===== src/rtl/active_list.sv =====
`default_nettype none
// ============================================================================
// Module   : active_list
// Brief    : In-order reorder buffer. Allocates at dispatch, retires the
//            oldest completed entry, and walks back the tail after a mispredict.
// Revision : 1.0 - initial release
// ============================================================================
module active_list #(
    parameter int DEPTH  = 32,
    parameter int IDX_W  = 5,
    parameter int ID_W   = 32,
    parameter int PREG_W = 6
) (
    input  logic              clk,
    input  logic              rst_n,
    input  logic              alloc_valid,
    output logic              alloc_ready,
    input  logic [ID_W-1:0]   alloc_instruction_ID,
    input  logic              alloc_uses_rw,
    input  logic [4:0]        alloc_arch_rw,
    input  logic [PREG_W-1:0] alloc_phys_rw,
    input  logic [PREG_W-1:0] alloc_prev_phys_rw,
    output logic [IDX_W-1:0]  alloc_index,
    input  logic              complete_valid,
    input  logic [IDX_W-1:0]  complete_index,
    input  logic              complete_mispredict,
    output logic              commit_valid,
    output logic [ID_W-1:0]   commit_instruction_ID,
    output logic              commit_uses_rw,
    output logic [PREG_W-1:0] commit_free_phys,
    output logic              flush_valid,
    output logic [ID_W-1:0]   flushed_instruction_ID,
    output logic              rollback_valid,
    output logic [4:0]        rollback_arch_rw,
    output logic [PREG_W-1:0] rollback_prev_phys,
    output logic [PREG_W-1:0] rollback_free_phys,
    output logic              flushing,
    output logic              flush_done,
    output logic [IDX_W:0]    count
);

    localparam int              CW          = IDX_W + 1;
    localparam logic [IDX_W-1:0] c_one      = IDX_W'(1);
    localparam logic [CW-1:0]    c_full     = CW'(DEPTH);
    localparam logic [0:0]       ST_NORMAL   = 1'b0;
    localparam logic [0:0]       ST_ROLLBACK = 1'b1;

    logic [DEPTH-1:0]  r_valid;
    logic [DEPTH-1:0]  r_done;
    logic [DEPTH-1:0]  r_uses_rw;
    logic [4:0]        r_arch_rw   [DEPTH];
    logic [PREG_W-1:0] r_phys_rw   [DEPTH];
    logic [PREG_W-1:0] r_prev_phys [DEPTH];
    logic [ID_W-1:0]   r_id        [DEPTH];

    logic [IDX_W-1:0]  r_head;
    logic [IDX_W-1:0]  r_tail;
    logic [IDX_W-1:0]  r_target;
    logic [CW-1:0]     r_count;
    logic [0:0]        r_state;
    logic              r_flush_valid;
    logic [ID_W-1:0]   r_flushed_id;
    logic              r_flush_done;

    logic [IDX_W-1:0]  w_tail_m1;
    logic [IDX_W-1:0]  w_age_ci;
    logic [IDX_W-1:0]  w_age_tgt;
    logic              w_mp_accept;
    logic              w_walk;
    logic              w_walk_end;
    logic              w_pop;
    logic              w_commit;
    logic              w_alloc;

    assign w_tail_m1 = r_tail - c_one;
    assign w_age_ci  = complete_index - r_head;
    assign w_age_tgt = r_target - r_head;

    // Once the branch itself has retired, nothing older remains to retarget to.
    assign w_mp_accept = complete_valid && complete_mispredict && r_valid[complete_index] &&
                         ((r_state == ST_NORMAL) ||
                          (r_valid[r_target] && (w_age_ci < w_age_tgt)));

    // A retarget cycle holds the walk so the new target is compared next cycle.
    assign w_walk     = (r_state == ST_ROLLBACK) && !w_mp_accept;
    assign w_walk_end = w_walk && (w_tail_m1 == r_target);
    assign w_pop      = w_walk && !w_walk_end;

    assign w_commit = r_valid[r_head] && r_done[r_head] && !(w_pop && (r_head == w_tail_m1));

    assign alloc_ready = (r_state == ST_NORMAL) && (r_count != c_full) && !w_mp_accept;
    assign w_alloc     = alloc_valid && alloc_ready;
    assign alloc_index = r_tail;

    assign commit_valid          = w_commit;
    assign commit_instruction_ID = w_commit ? r_id[r_head] : '0;
    assign commit_uses_rw        = w_commit && r_uses_rw[r_head];
    assign commit_free_phys      = w_commit ? r_prev_phys[r_head] : '0;

    assign rollback_valid     = w_pop && r_uses_rw[w_tail_m1];
    assign rollback_arch_rw   = rollback_valid ? r_arch_rw[w_tail_m1]   : '0;
    assign rollback_prev_phys = rollback_valid ? r_prev_phys[w_tail_m1] : '0;
    assign rollback_free_phys = rollback_valid ? r_phys_rw[w_tail_m1]   : '0;

    assign flush_valid            = r_flush_valid;
    assign flushed_instruction_ID = r_flushed_id;
    assign flush_done             = r_flush_done;
    assign flushing               = (r_state == ST_ROLLBACK);
    assign count                  = r_count;

    always_ff @(posedge clk or negedge rst_n) begin
        if (!rst_n) begin
            r_valid       <= '0;
            r_done        <= '0;
            r_head        <= '0;
            r_tail        <= '0;
            r_target      <= '0;
            r_count       <= '0;
            r_state       <= ST_NORMAL;
            r_flush_valid <= 1'b0;
            r_flushed_id  <= '0;
            r_flush_done  <= 1'b0;
        end else begin
            if (complete_valid && r_valid[complete_index]) begin
                r_done[complete_index] <= 1'b1;
            end
            if (w_commit) begin
                r_valid[r_head] <= 1'b0;
                r_head          <= r_head + c_one;
            end
            if (w_alloc) begin
                r_valid[r_tail] <= 1'b1;
                r_done[r_tail]  <= 1'b0;
                r_tail          <= r_tail + c_one;
            end else if (w_pop) begin
                r_valid[w_tail_m1] <= 1'b0;
                r_tail             <= w_tail_m1;
            end
            r_count <= r_count + CW'(w_alloc) - CW'(w_commit) - CW'(w_pop);

            r_flush_valid <= w_mp_accept;
            r_flushed_id  <= w_mp_accept ? r_id[complete_index] : '0;
            r_flush_done  <= w_walk_end;
            if (w_mp_accept) begin
                r_state  <= ST_ROLLBACK;
                r_target <= complete_index;
            end else if (w_walk_end) begin
                r_state <= ST_NORMAL;
            end
        end
    end

    // Payload is only meaningful while valid, so it carries no reset.
    always_ff @(posedge clk) begin
        if (w_alloc) begin
            r_uses_rw[r_tail]   <= alloc_uses_rw;
            r_arch_rw[r_tail]   <= alloc_arch_rw;
            r_phys_rw[r_tail]   <= alloc_phys_rw;
            r_prev_phys[r_tail] <= alloc_prev_phys_rw;
            r_id[r_tail]        <= alloc_instruction_ID;
        end
    end

endmodule
`default_nettype wire


===== config.mk =====
export PLATFORM = sky130hd
export DESIGN_NAME = active_list
export DESIGN_NICKNAME = d
export VERILOG_FILES = /design/src/rtl/active_list.sv
export SDC_FILE = /design/constraint.sdc
export NUM_CORES = 2
export LEC_CHECK = 0
export CORE_ASPECT_RATIO = 1.5
export CORE_MARGIN = 10
export CORE_UTILIZATION = 55
export CTS_CLUSTER_DIAMETER = 200
export DETAILED_ROUTE_END_ITERATION = 10
export PLACE_DENSITY = 0.8
export SKIP_LAST_GASP = 1
export SLEW_MARGIN = 20
export SYNTH_ARGS = -nofsm -noshare
export SYNTH_HDL_FRONTEND = slang
export SYNTH_SLANG_ARGS = --single-unit

===== constraint.sdc =====
create_clock -name clk -period 11.2 [get_ports clk]
set_clock_uncertainty 0.2 [all_clocks]
set_input_delay 2.24 -clock clk [delete_from_list [all_inputs] [get_ports clk]]
set_output_delay 2.24 -clock clk [all_outputs]
set_load 0.05 [all_outputs]

Yosys cells after proc, flatten, opt, wreduce, memory -nomap -nowiden
Memory sizes are Yosys's and may differ from the RTL's.
Index checks and enable logic that the tools add are counted.
Cells by class
  $add $sub $neg: 8
  magnitude comparators: 10
  equality and inequality tests: 3
  mux-type cells: 38
  bitwise logic cells: 9
  reductions and logical operators: 26
Operators by type and width (count)
  $mux 32: 7
  $and 32x32->32: 3
  $not 32->32: 3
  $or 32x32->32: 2
  $bwmux 32: 1
  $bmux 1 s5: 6
  $lt 5x6->1 const B: 5
  $demux 1 s5: 4
  $ge 5x1->1 const B: 4
  $logic_and 1x1->1: 20
  $mux 6: 3
  $mux 5: 3
  $mux 1: 14
  $sub 6x1->6: 2
  $add 5x1->5 const B: 2
  $eq 5x5->1: 2
  $sub 5x5->5: 2
  $add 6x1->6: 1
  $ne 6x6->1 const B: 1
  $lt 5x5->1: 1
  $sub 5x1->5 const B: 1
  $reduce_bool 2->1: 2
  $logic_not 1->1: 3
  $logic_or 1x1->1: 1
  $not 1->1: 1
Word-level totals
  bits in registers: 152
  bits in writable memories: 1568
  output and inout bits: 105
  word-level logic and storage cells: 109
  memories: 4
Memory list
  r_id: words 32, width 32, rd ports 2, clocked after Yosys merged registers in 0, wr ports 1, line 54  | logic [ID_W-1:0] r_id [DEPTH];
  r_phys_rw: words 32, width 6, rd ports 1, clocked after Yosys merged registers in 0, wr ports 1, line 52  | logic [PREG_W-1:0] r_phys_rw [DEPTH];
  r_prev_phys: words 32, width 6, rd ports 2, clocked after Yosys merged registers in 0, wr ports 1, line 53  | logic [PREG_W-1:0] r_prev_phys [DEPTH];
  r_arch_rw: words 32, width 5, rd ports 1, clocked after Yosys merged registers in 0, wr ports 1, line 51  | logic [4:0] r_arch_rw [DEPTH];

Logic depth before layout (Yosys ltp)
  word-level depth: 17
  mapped depth: 28

Worst setup path after synthesis
No wires, ideal clock.
  path type: input port to output port
  start point: input complete_index[0]
  end point: output rollback_free_phys[0]
  arrival time: 6.166 ns
  data required time: 8.760 ns
  path slack: 2.594 ns
  stages: 19
  buffers on the path: 6
  path through: clkbuf_1 buf_2 buf_2 buf_2 inv_1 ha_1 inv_1 fa_1 a21o_1 a21oi_1 xnor2_1 ha_1 o211ai_1 o21ai_0 o31a_1 buf_4 nand2_1 buf_2 a21oi_1
On the way
  longest elaborated chain between the ends: 12
RTL lines
  start: declaration: line 25  | input logic [IDX_W-1:0] complete_index,
  $sub 5x5->5: line 76  | assign w_age_ci = complete_index - r_head;
  $lt 5x5->1: line 82  | (r_valid[r_target] && (w_age_ci < w_age_tgt)));
  $logic_and 1x1->1: line 82
  $logic_or 1x1->1: line 81  | ((r_state == ST_NORMAL) ||
  $logic_and 1x1->1 (*): line 80  | assign w_mp_accept = complete_valid && complete_mispredict && r_valid[complete_index] &&
  $logic_not 1->1 (*): line 85  | assign w_walk = (r_state == ST_ROLLBACK) && !w_mp_accept;
  $logic_and 1x1->1 (*): line 85
  $logic_and 1x1->1: line 86  | assign w_walk_end = w_walk && (w_tail_m1 == r_target);
  $logic_not 1->1: line 87  | assign w_pop = w_walk && !w_walk_end;
  $logic_and 1x1->1 (*): line 87
  $logic_and 1x1->1 (*): line 100  | assign rollback_valid = w_pop && r_uses_rw[w_tail_m1];
  $mux 6 (*): line 103  | assign rollback_free_phys = rollback_valid ? r_phys_rw[w_tail_m1] : '0;
  end: declaration: line 36  | output logic [PREG_W-1:0] rollback_free_phys,
Every way passes the cells marked *; elsewhere a longest branch is shown, timed or not. The select of a mux whose other input is x is not followed.

Worst setup path after layout
  start point: input complete_index[2]
  end point: output commit_instruction_ID[17]
On the way
  longest elaborated chain between the ends: 14
RTL lines
  $sub 5x5->5: line 76
  $lt 5x5->1: line 82
  $logic_and 1x1->1: line 82
  $logic_or 1x1->1: line 81
  $logic_and 1x1->1 (*): line 80
  $logic_not 1->1 (*): line 85
  $logic_and 1x1->1 (*): line 85
  $logic_and 1x1->1: line 86
  $logic_not 1->1: line 87
  $logic_and 1x1->1 (*): line 87
  $logic_and 1x1->1 (*): line 89  | assign w_commit = r_valid[r_head] && r_done[r_head] && !(w_pop && (r_head == w_tail_m1));
  $logic_not 1->1 (*): line 89
  $logic_and 1x1->1 (*): line 89
  $mux 32 (*): line 96  | assign commit_instruction_ID = w_commit ? r_id[r_head] : '0;
  end: declaration: line 28  | output logic [ID_W-1:0] commit_instruction_ID,
Marks and branches as above.

==> run metrics <==
outcome=complete, no violations; DRC=0; Top Family by Delay on Critical Path=buffers and inverters; Max Clk Rate=108 MHz; post-synthesis sequential area ratio=0.672; Worst Hold End=r_done[14]; P_leak=27.1 nW; first-pass GRT wire length=333 mm; peak supply drop=0.350 mV; slowest stage delay, CP=0.85 ns; # resized after CTS=0; placed cell count=5499; critical-path cell list=clkdlybuf4s50_1, ha_1, a21o_1, a21oi_1, xnor2_1, ha_1, o211ai_1, o21ai_0, o31ai_2, buf_4, o21ai_4, buf_4, nor2_1, clkdlybuf4s50_1; vias per cell=7.77; via count=45000; Global Route met1 Usage=0.374; DRT iter0 DRCs=7852; Period minus WS final=9.23 ns; Multi-input gate area=23600 µm²; Layout Nets=3977; FF-to-FF setup slack=5.35 ns; level count of the clock H-tree=4; slowest CP cell=clkdlybuf4s50_1; gpl congestion=0.928; core box area=138000 µm²; net count after synthesis=3870; hold slack=0.293 ns; Hold Violations, Final=0; Syn Inst Count=3776; CTS tree=built; relative slew slack=0.166; Crit path depth=14; cts-stage hold buffer count=0; RSZ-0062 raised after global routing=no; CTS Sinks=1720; hold path depth=2; Hold Crit Class=reg2reg; Warnings, synthesis=0; fin cells=5796; crit-path max FO=40; Root Buffer=clkbuf_16; Most Crowded Layer GR=met2; Die Height=475 µm; Worst Reg2Reg Path Length in Cells=20; clock buffer count from CTS=156; DR WL/cell=40.4 µm; Crit. End Element=output pin; num rows=167; DR pass1 iterations=8; Clock transition at path regs=0.06 ns; DRT antenna net count=0; port bufs=164; initial antenna violation count=17; post-synthesis cell area=76000 µm²; Yosys reg bits=1720; Worst R2R End=count[5]; gr usage total=0.306; Setup violations, final=0; Area Growth Syn to Fin=11.5%; die area=154000 µm²; Max-cap violations=0; vias in the first global route=46100; # IOs=165; postcts setup bufs=0; remaining global-route overflow=0; DIE WIDTH=323 µm; clock tree buffer depth=3; HPWL after DPL=117 mm; fraction of layout instances using a drive strength above 1=0.288; crit path launch type=input port; buffers plus inverters on the worst setup path=4; PD cells=246 nW/µm²; number of flops mapped to enable cells by yosys=1600; met2 usage=0.488; Setup TNS=0 ns; Main synth FF type=edfxtp_1; largest net degree at the start of global routing=146; crit path DAT=6.79 ns; Crit. Startpoint=complete_index[2]; Initial Util=0.552; WL final=234 mm; Worst Path Required=8.76 ns; reg2reg start=alloc_index[0]; mean post-synth cell area=20.1 µm²; fraction of synthesis flops using an asynchronous set or reset pin=0.0698; fin. max-slew vios=0; filler instances=9007; met3 Use GR=0.0868; sequential cell area=51100 µm²; Setup Crit Path Kind=in2out; hold path start=r_done[14]; Synth cell types=66; crit share post-route=0.824; worst skew pair latency=0.81 ns; Slew @ Worst Pin=1.25 ns
## worst register-to-register path: stages (launching register included)
cell and delay [ns]:
dfrtp_4 0.82, inv_1 0.30, ha_4 0.31, nor3b_1 0.71
xnor2_4 0.17, buf_4 0.68, xnor2_1 0.12, or4_1 0.49
inv_1 0.16, nor3_1 0.07, a21oi_1 0.12, ha_1 0.15
a21oi_1 0.05, ha_1 0.28, inv_1 0.05, ha_1 0.16
inv_1 0.06, fa_1 0.42, o21bai_1 0.16, a21oi_1 0.09
xnor2_1 0.12
## per-stage QoR
stage	cell area, µm²	util	power, mW	setup WS [ns]
floorplan	76000	-	13.0	2.59
global placement	79500	0.577	15.3	1.98
detailed placement	79500	0.577	15.4	1.92
CTS	84700	0.615	20.9	1.90
global route	84700	0.615	21.5	1.61
finish	84700	0.615	20.9	1.97
## worst max path at each step
stage,endpoint,slack (ns)
2_1_floorplan,rollback_free_phys[0],2.59
3_3_place_gp,commit_free_phys[3],1.98
3_5_place_dp,commit_instruction_ID[20],1.92
4_1_cts,commit_instruction_ID[20],1.90
5_1_grt,commit_instruction_ID[20],1.61
6_report,commit_instruction_ID[17],1.97
## sequential cells by signal (all words and copies together), names as in the netlist, 5 cells and up
register / count
r_uses_rw: 32
r_valid: 32
flushed_instruction_ID: 32
count: 6
alloc_index: 5
r_done: 32
r_id: 1024
r_head: 5
r_arch_rw: 160
r_phys_rw: 192
r_prev_phys: 192
r_target: 5
## report_power, final
group / switching (mW) / internal (mW) / leakage, nW / total, mW
registers: 0.438 / 7.38 / 15.9 / 7.82
clock network: 2.46 / 3.04 / 2.54 / 5.51
logic: 4.31 / 3.23 / 8.62 / 7.55
## cell usage in the layout, fill, tap and decap left out, drive strengths merged, types with 7 or more instances in the layout
cell and n:
nor2 128, ha 31, inv 89, nand4 25, nor2b 7, clkbuf 193, a32o 24, diode 9
clkinv 65, o21ai 7, buf 79, o32ai 7, o22ai 289, a21oi 72, nand3 8, mux4 768
dfrtp 120, nand2 54, xor2 10, and2 13, and3 8, or4 72, xnor2 20, mux2i 23
a41oi 26, clkdlybuf4s50 158, edfxtp 1600, bufinv 15, nor3b 7, nor3 9
## cells by family (layout without fill, tap and decap cells)
family          Yosys count  after routing  share of synthesized area
flops                  1720           1720                      0.672
xor+xnor                 32             32                    0.00415
other cells               0              9                          0
compound gates          469            469                     0.0411
mux                     796            796                      0.231
buf+inv                 368            605                     0.0205
simple gates            357            357                     0.0249
fa+ha+maj                34             34                    0.00590
## synthesized netlist by cell type (9+ instances only)
cell type  number  area share
nor3_1          9     0.00059
nand2_1        54      0.0027
buf_1          37      0.0018
buf_4           9     0.00089
inv_1          76      0.0038
nand4_1        25      0.0021
o22ai_1       289       0.024
buf_2         100      0.0066
nor2_1        128      0.0063
a41oi_1        26      0.0030
xnor2_1        19      0.0022
a21oi_1        70      0.0046
edfxtp_1     1600        0.63
a32o_1         24      0.0032
dfrtp_1       120       0.040
mux2i_1        23      0.0030
and2_1         13      0.0011
ha_1           31      0.0051
mux4_2        768        0.23
xor2_1         10      0.0012
or4_1          72      0.0071
clkbuf_1      140      0.0069
## layout make-up
class | count | area share
sequential | 1720 | 0.603
clock inverter | 95 | 0.0116
multi-input combinational | 1688 | 0.278
tap | 1774 | 0.0262
inverter | 80 | 0.00428
clock buffer | 193 | 0.0497
antenna | 9 | 0.000266
timing repair buffer | 237 | 0.0268
## layer usage
layer	vias to the layer above	part of all wire
li1	16600	-
met1	23200	0.31
met2	4241	0.48
met3	1030	0.14
met4	20	0.070
met5	-	0.00060
No activity file was read; power rests on OpenSTA's default activity.
